$ cat src/rtl/matvec_loop_seq.sv
// Two-level row/column loop sequencer for the matrix-vector datapath.
// Optional stall-cycle counter output enabled by defining MATVEC_LOOP_SEQ_STALL_CNT_EN.
module matvec_loop_seq #(
  parameter int SIZE_ADDR = 8,
  parameter int SIZE_LIN  = 2 * SIZE_ADDR
) (
  input  logic                 i_clk,
  input  logic                 i_rst_n,
  input  logic                 i_start,
  input  logic                 i_clear,
  input  logic [SIZE_ADDR-1:0] i_num_rows,
  input  logic [SIZE_ADDR-1:0] i_num_cols,
  input  logic                 i_ready,
  input  logic                 i_row_ack,
  output logic                 o_valid,
  output logic [SIZE_ADDR-1:0] o_row,
  output logic [SIZE_ADDR-1:0] o_col,
  output logic [SIZE_LIN-1:0]  o_addr,
  output logic                 o_first,
  output logic                 o_last,
  output logic                 o_busy,
  output logic                 o_done
`ifdef MATVEC_LOOP_SEQ_STALL_CNT_EN
  ,
  output logic [2*SIZE_ADDR-1:0] o_stall_cnt
`endif
);

  typedef enum logic [1:0] {
    S_IDLE     = 2'd0,
    S_ISSUE    = 2'd1,
    S_WAIT_ROW = 2'd2,
    S_DONE     = 2'd3
  } state_t;

  state_t               r_state;
  state_t               w_state_nxt;
  logic [SIZE_ADDR-1:0] r_rows;
  logic [SIZE_ADDR-1:0] r_cols;
  logic [SIZE_ADDR-1:0] r_row;
  logic [SIZE_ADDR-1:0] r_col;
  logic [SIZE_LIN-1:0]  r_addr;

  logic w_start_ok;
  logic w_load;
  logic w_beat;
  logic w_row_adv;
  logic w_last_col;
  logic w_last_row;

  // Comparing against count-1 keeps indices below the count, so max counts never wrap.
  assign w_last_col = (r_col == r_cols - SIZE_ADDR'(1));
  assign w_last_row = (r_row == r_rows - SIZE_ADDR'(1));
  assign w_start_ok = i_start && ((r_state == S_IDLE) || (r_state == S_DONE));

  always_comb begin
    w_state_nxt = r_state;
    w_load      = 1'b0;
    w_beat      = 1'b0;
    w_row_adv   = 1'b0;
    if (i_clear) begin
      w_state_nxt = S_IDLE;
    end else begin
      case (r_state)
        S_IDLE, S_DONE: begin
          if (w_start_ok) begin
            w_load = 1'b1;
            if ((i_num_rows == '0) || (i_num_cols == '0)) w_state_nxt = S_DONE;
            else                                          w_state_nxt = S_ISSUE;
          end else begin
            w_state_nxt = S_IDLE;
          end
        end
        S_ISSUE: begin
          if (i_ready) begin
            w_beat = 1'b1;
            if (w_last_col) w_state_nxt = S_WAIT_ROW;
          end
        end
        S_WAIT_ROW: begin
          if (i_row_ack) begin
            if (w_last_row) begin
              w_state_nxt = S_DONE;
            end else begin
              w_row_adv   = 1'b1;
              w_state_nxt = S_ISSUE;
            end
          end
        end
        default: w_state_nxt = S_IDLE;
      endcase
    end
  end

  always_ff @(posedge i_clk or negedge i_rst_n) begin
    if (!i_rst_n) r_state <= S_IDLE;
    else          r_state <= w_state_nxt;
  end

  always_ff @(posedge i_clk or negedge i_rst_n) begin
    if (!i_rst_n) begin
      r_rows <= '0;
      r_cols <= '0;
      r_row  <= '0;
      r_col  <= '0;
      r_addr <= '0;
    end else if (i_clear) begin
      r_row  <= '0;
      r_col  <= '0;
      r_addr <= '0;
    end else if (w_load) begin
      r_rows <= i_num_rows;
      r_cols <= i_num_cols;
      r_row  <= '0;
      r_col  <= '0;
      r_addr <= '0;
    end else begin
      if (w_beat) begin
        r_addr <= r_addr + SIZE_LIN'(1);
        if (!w_last_col) r_col <= r_col + SIZE_ADDR'(1);
      end
      if (w_row_adv) begin
        r_row <= r_row + SIZE_ADDR'(1);
        r_col <= '0;
      end
    end
  end

`ifdef MATVEC_LOOP_SEQ_STALL_CNT_EN
  logic [2*SIZE_ADDR-1:0] r_stall_cnt;
  logic                   w_stall;

  assign w_stall = ((r_state == S_ISSUE) && !i_ready) ||
                   ((r_state == S_WAIT_ROW) && !i_row_ack);

  always_ff @(posedge i_clk or negedge i_rst_n) begin
    if (!i_rst_n) begin
      r_stall_cnt <= '0;
    end else if (i_clear || w_load) begin
      r_stall_cnt <= '0;
    end else if (w_stall && (r_stall_cnt != '1)) begin
      r_stall_cnt <= r_stall_cnt + (2*SIZE_ADDR)'(1);
    end
  end

  assign o_stall_cnt = r_stall_cnt;
`endif

  assign o_valid = (r_state == S_ISSUE);
  assign o_row   = r_row;
  assign o_col   = r_col;
  assign o_addr  = r_addr;
  assign o_first = o_valid && (r_col == '0);
  assign o_last  = o_valid && w_last_col;
  assign o_busy  = (r_state != S_IDLE);
  assign o_done  = (r_state == S_DONE);

endmodule

$ cat config.mk
export PLATFORM = sky130hd
export DESIGN_NAME = matvec_loop_seq
export DESIGN_NICKNAME = d
export VERILOG_FILES = /design/src/rtl/matvec_loop_seq.sv
export SDC_FILE = /design/constraint.sdc
export NUM_CORES = 1
export LEC_CHECK = 0
export BUFFER_PORTS_ARGS = -buffer_cell sky130_fd_sc_hd__buf_2
export CAP_MARGIN = 25
export CORE_AREA = 2 2 89 91
export CTS_BUF_LIST = sky130_fd_sc_hd__clkbuf_8 sky130_fd_sc_hd__clkbuf_16
export CTS_CLUSTER_DIAMETER = 120
export DETAILED_ROUTE_END_ITERATION = 10
export DIE_AREA = 0 0 91 93
export GPL_TIMING_DRIVEN = 0
export SLEW_MARGIN = 15
export SYNTH_ARGS = -nofsm -noshare
export SYNTH_HDL_FRONTEND = slang
export SYNTH_SLANG_ARGS = --single-unit
$ cat constraint.sdc
create_clock -name i_clk -period 3.2 [get_ports i_clk]
set_clock_uncertainty 0.1 [all_clocks]
set_input_delay 0.48 -clock i_clk [delete_from_list [all_inputs] [get_ports i_clk]]
set_output_delay 0.48 -clock i_clk [all_outputs]
set_load 0.02 [all_outputs]
==> metrics, run 1 <==
unrepaired setup endpoints after global routing no; core footprint 0.007527 mm^2; layout cell share with drive strength beyond 1 24.00%; area grow syn2layout 18.90%; PwrDens 630.9 mW/mm^2; I/O pins 59; Setup WS pre-CTS 591.0 ps; Post CTS Setup Buffer Count 0; share of the synthesized area in the top cell type 42.96%; Hold Worst Slack 28.49 ps; Avg Inst Size Synth 9.457 um^2; Final TNS setup 0 ps; clk root buf clkbuf_8; initial antenna violation count 0; Port Buffers 58; H-tree depth 2; Fmax 343.9 MHz; Die W 91 um; routability cong. 0.7908; Avg WL per Cell 13.93 um; commonest non-fill, non-tap cell in the layout buf_2; Final Hold Fails 0; design area 0.003463 mm^2; Post-DP Area 0.003351 mm^2; crit-path max FO 9; wirelength, routed 6645 um; commonest non-fill, non-tap cells in the layout buf_2, dfrtp_1, nor2_1, nand2_1, xnor2_1; clock slew at reported path FFs 90 ps; ANT cells 0; CP required 2620 ps; CP Class reg -> out; Lkg Pwr 1.619 nW; Nets 406; Worst Setup Slack, final 291.8 ps; CTS Hold Buffers Added 0; ys flop type dfrtp_1; Async SR Flop Fraction 100.0%; Final ANT Viol Nets 0; # setup viols final 0; Yosys warning count 0; post-synthesis cell area 0.002913 mm^2; DRC viols 0; Die ar. 0.008463 mm^2; Pre-antenna DRT Iters 4; Final min period 2908 ps; Placement Rows 32; Peak supply drop 0.1937 mV; sequential element share of the synthesized area 42.96%; TritonCTS clock tree built; Worst Path Arrival 2330 ps; Via density 5.061; status completed; leading post-synthesis cells by cell area dfrtp_1, xnor2_1, mux2_2; initial core utilization 38.70%; Sink Count 50; crit start category flop; worst hold-check path type in -> async; fillcell total 790; #FFs+latches synth 50; first-pass GRT wire length 11500 um; Yosys cell types 43; maximum buffer depth of the clock tree 2; DR iter-0 viols 67; total gr overflow 0; worst skew pair latency 300 ps; post-synthesis cell count 308; largest net degree at the start of global routing 32; Slew Viols, Final 0; Die Height 93 um; crit path capture type output port; total of max-cap violations 0; ratio of final minimum period to clock period 90.88%; vias in the first global route 2377; TritonCTS Buffers 5; post_cts resized 0; Post-Syn Nets 340; via count 2414; Worst slew margin 60.64%; Synth area leader dfrtp_1; EDFF count, synth 0; GRT Total Usage 16.60%; Worst Max-Slew Pin Slew 590.3 ps; dpl hpwl 5108 um
-- report_power, final --
group	total (mW)	internal, mW	switching, mW
Combinational	0.841	0.384	0.457
Clock	0.455	0.235	0.220
Sequential	0.889	0.748	0.141
-- flip-flops by register name (all words and copies together) (netlist names) --
signal   count
o_addr      16
o_col        8
o_row        8
r_cols       8
r_rows       8
r_state      2
-- layer usage --
metal | GRT usage [%] | up-vias | routed length [um]
met2 | 28.64 | 45 | 3193
met3 | 2.579 | 4 | 266
met5 | 0 | - | 0
li1 | - | 1196 | -
met4 | 3.030 | 0 | 42
met1 | 22.39 | 1169 | 3142
-- cell usage after synthesis, drive strengths merged (2+ instances only) --
| master | instances |
|---|---|
| nand2 | 31 |
| o211ai | 2 |
| nor2b | 3 |
| nand4 | 7 |
| a211oi | 2 |
| mux2i | 4 |
| nor2 | 35 |
| o21ai | 13 |
| a31o | 2 |
| and3 | 6 |
| xor2 | 13 |
| ha | 10 |
| inv | 13 |
| xnor2 | 28 |
| nand2b | 6 |
| mux2 | 12 |
| clkbuf | 5 |
| nor4 | 7 |
| nand3 | 9 |
| and2 | 2 |
| or3 | 4 |
| nor4b | 2 |
| a21oi | 14 |
| nand3b | 3 |
| a31oi | 3 |
| nor3 | 8 |
| dfrtp | 50 |
| buf | 3 |
-- path summary, 6_finish.rpt --
kind / startpoint / end / slack, ps / cells past startpoint
min in group i_clk: i_num_rows[0] / r_rows[0] / 300 / 3
hold / removal: i_rst_n / r_rows[5] / 30 / 1
max in group asynchronous: i_rst_n / o_addr[4] / 2440 / 2
hold reg to reg: r_rows[7] / r_rows[7] / 440 / 1
setup / recovery: r_cols[0] / o_last / 290 / 9
setup reg to reg: r_cols[0] / r_state[1] / 580 / 10
-- area by class of cell --
| cell class | count | area (um^2) | area share (%) |
|---|---|---|---|
| Clock inverter | 3 | 43.79 | 1.264 |
| Inverter | 13 | 48.80 | 1.409 |
| Multi-Input combinational cell | 237 | 1567 | 45.23 |
| Clock buffer | 5 | 68.82 | 1.987 |
| Tap cell | 102 | 127.6 | 3.685 |
| Sequential cell | 50 | 1251 | 36.13 |
| Buffer | 8 | 46.29 | 1.337 |
| Timing Repair Buffer | 59 | 310.3 | 8.960 |
-- through the flow --
stage,cells,util [%],power [mW]
2_1_floorplan,308,-,1.519
3_3_place_gp,468,44.25,1.725
3_5_place_dp,469,44.51,1.747
4_1_cts,477,46.01,2.214
5_1_grt,477,46.01,2.357
6_report,477,46.01,2.185
-- cell families after synthesis --
group           after synthesis  share of synthesized area (%)
fa+ha+maj                    10                          4.296
buf+inv                      21                          3.265
simple gates                130                          22.81
compound gates               40                          8.333
xor+xnor                     41                          12.33
flops                        50                          42.96
mux                          16                          6.014
-- worst max-delay path, stage by stage (launching register included) --
cell	delay, ps
dfrtp_1	410
inv_1	70
ha_1	250
nor2b_1	140
or3_1	340
a31oi_1	180
and4_1	210
buf_6	130
and2_2	130
buf_2	150
No activity file was read; power rests on OpenSTA's default activity.
==> run 2: changes to the inputs <==
Settings changed: RECOVER_POWER from default to 100.
==> run 2 against run 1 <==
Net effect: the run now ends with capacitance limit, slew limit left; register-to-register slack got worse by 80 ps; critical path depth unchanged; critical endpoint unchanged; first-iteration DRC count increased by 3.0%; highest routed layer unchanged; total power decreased by 0.56%; maximum frequency about the same; wire length decreased by 0.23%.
==> metrics, run 2 (synthesis gave the netlist of run 1 again) <==
I/O pins 59 (unchanged); crit path capture type output port; worst skew pair latency 310 ps (about the same); Worst Path Arrival 2330 ps (about the same); switching share of power 37.63% (+0.15 points); RR Endpoint o_col[5]; Final ANT Viol Nets 0 (unchanged); P_sw 0.8176 mW (-0.18%); PwrDens 639.6 mW/mm^2 (+1.4%); internal power 1.355 mW (-0.79%); Worst slew margin -11.20% (-72 points); Nets 406 (unchanged); core footprint 0.007527 mm^2 (unchanged); dpl hpwl 5108 um (unchanged); Die Height 93 um (unchanged); Final TNS setup 0 ps (unchanged); TritonCTS Buffers 5 (unchanged); CTS Hold Buffers Added 0 (unchanged); status finished, violations left; layout cell share with drive strength beyond 1 13.60% (-10 points); worst reg2reg path depth 10 (unchanged); CP Class reg -> out; Final min period 2910 ps (+1.599 ps); initial core utilization 38.70% (unchanged); total gr overflow 0 (unchanged); sequential power share 41.0% (+0.3 points); logic gate share of total power 38.1% (-0.4 points); clock slew at reported path FFs 90 ps (about the same); Largest register FFs 16 (unchanged); TritonCTS clock tree built; CP required 2620 ps (about the same); worst r2r src r_rows[0]; clk root buf clkbuf_8; vias in the first global route 2377 (unchanged); largest net degree at the start of global routing 32 (unchanged); post_cts resized 0 (unchanged); Sink Count 50 (unchanged); Port Buffers 58 (unchanged); ratio of final minimum period to clock period 90.93% (about the same); routability cong. 0.7908 (unchanged); Clock power frac 20.9% (about the same); area grow syn2layout 16.62%; first-pass GRT wire length 11500 um (unchanged); Die W 91 um (unchanged); H-tree depth 2 (unchanged); failing checks capacitance limit, slew limit; fillcell total 810 (+2.5%); crit start category flop; via count 2415 (+0.041%); Peak supply drop 0.1942 mV (+0.26%); commonest non-fill, non-tap cells in the layout dfrtp_1, clkbuf_1, nor2_1, nand2_1, xnor2_1; # setup viols final 0 (unchanged); Pre-antenna DRT Iters 4 (unchanged); Avg WL per Cell 13.90 um (-0.23%); Post CTS Setup Buffer Count 0 (unchanged); Fmax 343.7 MHz (about the same); design area 0.003397 mm^2 (-1.9%); Die ar. 0.008463 mm^2 (unchanged); Post-DP Area 0.003351 mm^2 (unchanged); r2r setup slk 500 ps (-80 ps); total of max-cap violations 1 (+1); worst hold-check path type in -> async; unrepaired setup endpoints after global routing no; Final Hold Fails 0 (unchanged); initial antenna violation count 0 (unchanged); maximum buffer depth of the clock tree 2 (unchanged); Via density 5.063 (about the same); DRC viols 0 (unchanged); commonest non-fill, non-tap cell in the layout dfrtp_1; Worst Max-Slew Pin Slew 1668 ps (+1078 ps); wirelength, routed 6630 um (-0.23%); Lkg Pwr 1.450 nW (-10%); Placement Rows 32 (unchanged); GRT Total Usage 16.60% (unchanged); DR iter-0 viols 69 (+3.0%); Slew Viols, Final 32 (+32); Final Util 45.13% (-0.88 points); ANT cells 0 (unchanged); crit-path max FO 9 (unchanged)
[run 2: cell count changes in the layout (fill, tap and decap cells not counted)]
cell,previous run,this run
and2_0,0,1
buf_12,1,0
clkbuf_1,5,43
buf_2,59,22
a21oi_2,1,0
a21oi_1,13,14
and2_1,1,0
[run 2: how the worst max path moves through the flow]
stage / start / to
2_1_floorplan: r_cols[0] / r_state[1]
3_3_place_gp: r_cols[0] / r_state[1]
3_5_place_dp: r_cols[0] / r_state[1]
4_1_cts: r_cols[0] / o_last
5_1_grt: r_cols[0] / o_last
6_report: r_cols[0] / o_last
[run 2: routing by layer]
layer / track usage, % / part of all wire [%]
met1: 22.39 / 47
met2: 28.64 / 48
met3: 2.579 / 4.4
met4: 3.030 / 0.90
met5: 0 / 0
[run 2: metrics by stage]
step / std cells / worst slack, ps / hold WS [ps] / power [mW]
after global placement: 468 / 617.1 / 411.7 / 1.725
after global routing: 477 / 115.8 / 301.3 / 2.344
final: 477 / 290.2 / 250.3 / 2.173
after CTS: 477 / 264.4 / 41.68 / 2.214
after floorplan: 308 / 810.7 / 84.41 / 1.519
after detailed placement: 469 / 591.0 / 374.9 / 1.747
[run 2: layout make-up]
| type | count | area [um^2] | area share [%] |
|---|---|---|---|
| Buffer | 8 | 46.29 | 1.363 |
| Clock buffer | 5 | 68.82 | 2.026 |
| Clock inverter | 3 | 43.79 | 1.289 |
| Inverter | 13 | 48.80 | 1.436 |
| Multi-Input combinational cell | 237 | 1563 | 46.00 |
| Sequential cell | 50 | 1251 | 36.83 |
| Tap cell | 102 | 127.6 | 3.757 |
| Timing Repair Buffer | 59 | 247.7 | 7.293 |
[run 2: power by group through the flow]
stage | sequential [mW] | clock [mW] | combinational [mW]
floorplan | 0.865 | 0 | 0.654
global placement | 0.901 | 0 | 0.824
detailed placement | 0.905 | 0 | 0.842
CTS | 0.893 | 0.471 | 0.851
global route | 0.915 | 0.494 | 0.936
finish | 0.890 | 0.455 | 0.827
[run 2: critical path, cell delays in order (launching register included)]
cell and delay [ps]:
dfrtp_1 410, inv_1 70, ha_1 250, nor2b_1 140, or3_1 340, a31oi_1 180
and4_1 210, buf_6 130, and2_2 130, buf_2 150
==> run 3: changes to the inputs <==
Settings changed: CORE_AREA 2 2 89 91 to 2 2 77 79, DIE_AREA 0 0 91 93 to 0 0 79 81, PLACE_DENSITY from default to 0.77.
==> run 3 against run 2 <==
Net effect: setup slack worse by 21 ps; die area is 24% lower; core utilization up 13 points; largest power group unchanged; combinational power hardly changed; count of clock-buffer cells in the layout unchanged; wire length is 1.6% lower; the run now ends clean; register-to-register slack hardly changed; largest cell class unchanged; final area fell by 2.1%; critical path type unchanged.
==> metrics, run 3 (synthesis gave the netlist of run 1 again) <==
wirelength, routed 6521 um (-1.6%); design area 0.003327 mm^2 (-2.1%); largest net degree at the start of global routing 27 (-16%); status completed; post_cts resized 0 (unchanged); Final TNS setup 0 ps (unchanged); dpl hpwl 4997 um (-2.2%); worst r2r src r_rows[0]; initial antenna violation count 0 (unchanged); switching share of power 38.88% (+1.2 points); Crit path max-delay family simple AND/OR/NAND/NOR gates; commonest non-fill, non-tap cells in the layout dfrtp_1, clkbuf_1, nor2_1, nand2_1, xnor2_1; Post CTS Setup Buffer Count 0 (unchanged); # setup viols final 0 (unchanged); clk root buf clkbuf_8; Sink Count 50 (unchanged); hold_sp i_num_rows[0]; PwrDens 623.9 mW/mm^2 (-2.5%); ANT cells 0 (unchanged); Slew Viols, Final 0 (-100%); Worst Path Arrival 2350 ps (+20 ps); logic gate share of total power 39.9% (+1.8 points); r2r setup slk 510 ps (about the same); Nets 406 (unchanged); area grow syn2layout 14.22%; M1 wire length 2871 um (-8.0%); Post-DP Area 0.003317 mm^2 (-1.0%); first-pass GRT wire length 11030 um (-4.0%); Clock power frac 17.0% (-3.9 points); maximum buffer depth of the clock tree 2 (unchanged); DRC viols 0 (unchanged); Worst slew margin 8.395% (+20 points); total gr overflow 0 (unchanged); Fmax 341.2 MHz (-0.72%); Lkg Pwr 1.436 nW (-1.0%); crit-path max FO 9 (unchanged); fillcell total 538 (-34%); worst skew pair latency 300 ps (about the same); critical path startpoint r_cols[0]; Avg WL per Cell 14.52 um (+4.5%); Register Area 0.001251 mm^2 (unchanged); vias in the first global route 2362 (-0.63%); peak per-stage delay on the critical path 410 ps (about the same); Largest register FFs 16 (unchanged); multi-input logic area 0.001560 mm^2 (-0.16%); TritonCTS clock tree built; Placement Rows 28 (-13%); TritonCTS Buffers 5 (unchanged); Die Height 81 um (-13%); sequential power share 43.1% (+2.1 points); Critical Path, Cell by Cell inv_1 -> ha_1 -> nor2b_1 -> or3_1 -> a31oi_1 -> and4_1 -> buf_6 -> and2_2 -> buf_2; worst hold-check path type in -> reg; Buf/Inv on CP 3 (unchanged); I/O pins 59 (unchanged); CP required 2620 ps (about the same); Worst Max-Slew Pin Slew 1374 ps (-293.9 ps); GRT Total Usage 21.85% (+5.2 points); via count 2450 (+1.4%); Final min period 2931 ps (+21.22 ps); CP max-delay cell dfrtp_1; Die W 79 um (-13%); max layer used met4; crit start category flop; unrepaired setup endpoints after global routing no; Final ANT Viol Nets 0 (unchanged); DR iter-0 viols 155 (+120%); CTS Hold Buffers Added 0 (unchanged); H-tree depth 2 (unchanged); Final Hold Fails 0 (unchanged); total of max-cap violations 0 (-1); Port Buffers 58 (unchanged); routability cong. 0.8317 (+5.2%); commonest non-fill, non-tap cell in the layout dfrtp_1; P_sw 0.8070 mW (-1.3%); core footprint 0.005675 mm^2 (-25%); initial core utilization 51.32% (+13 points); CP Class reg -> out; clock slew at reported path FFs 90 ps (about the same); Peak supply drop 0.2559 mV (+32%); internal power 1.269 mW (-6.4%); Via density 5.457 (+7.8%); crit path capture type output port; Die ar. 0.006399 mm^2 (-24%); Met2 Wirelength 3256 um (+3.3%); layout cell share with drive strength beyond 1 13.10% (-0.50 points); WL met3 312 um (+5.8%); Pre-antenna DRT Iters 4 (unchanged); ratio of final minimum period to clock period 91.59% (+0.66 points)
## run 3: cell count changes in the layout (fill, tap and decap cells not counted), sizes merged
cell | previous run | this run
inv | 14 | 13
clkinv | 1 | 2
bufinv | 1 | 0
## run 3: area by class of cell
class	instances	area share, %
multi-input combinational	237	46.90
sequential	50	37.61
timing repair buffer	59	7.446
tap	75	2.821
clock buffer	5	2.068
inverter	13	1.467
buffer	8	1.392
clock inverter	2	0.3009
## run 3: layer usage
metal | GRT usage (%) | vias to the layer above
met3 | 3.556 | 10
met4 | 5.862 | 0
met2 | 39.07 | 57
li1 | - | 1194
met5 | 0 | -
met1 | 27.61 | 1189
## run 3: power groups by stage
| stage | sequential [mW] | combinational (mW) | clock [mW] |
|---|---|---|---|
| after floorplan | 0.865 | 0.654 | 0 |
| after detailed placement | 0.904 | 0.844 | 0 |
| after CTS | 0.892 | 0.847 | 0.364 |
| after global routing | 0.916 | 0.925 | 0.393 |
| final | 0.894 | 0.829 | 0.353 |
| after global placement | 0.898 | 0.811 | 0 |
## run 3: stage by stage
| stage | utilization [%] | setup slack, ps | hold slack, ps | instances | power (mW) |
|---|---|---|---|---|---|
| after floorplan | - | 810.7 | 84.41 | 308 | 1.519 |
| after global placement | 58.09 | 638.4 | 410.6 | 441 | 1.710 |
| after detailed placement | 58.44 | 581.5 | 421.4 | 442 | 1.748 |
| after CTS | 59.83 | 268.0 | 91.62 | 449 | 2.103 |
| after global routing | 58.62 | 138.0 | 313.1 | 449 | 2.234 |
| final | 58.62 | 269.0 | 298.7 | 449 | 2.076 |
## run 3: final timing paths
kind,end,cells past startpoint
max in group asynchronous,o_col[0],2
min in group asynchronous,o_row[6],1
worst min register to register,r_rows[7],1
worst max register to register,o_col[1],10
worst max-delay path,o_last,9
worst min-delay path,r_rows[0],3
## run 3: worst register-to-register path, cell delays in order, from the launching register on
cell	delay, ps
dfrtp_1	440
inv_1	80
ha_1	280
xnor2_1	150
and4b_1	190
a41oi_1	150
nand2_1	160
a21oi_1	610
nand2b_1	230
buf_6	140
a21oi_1	50
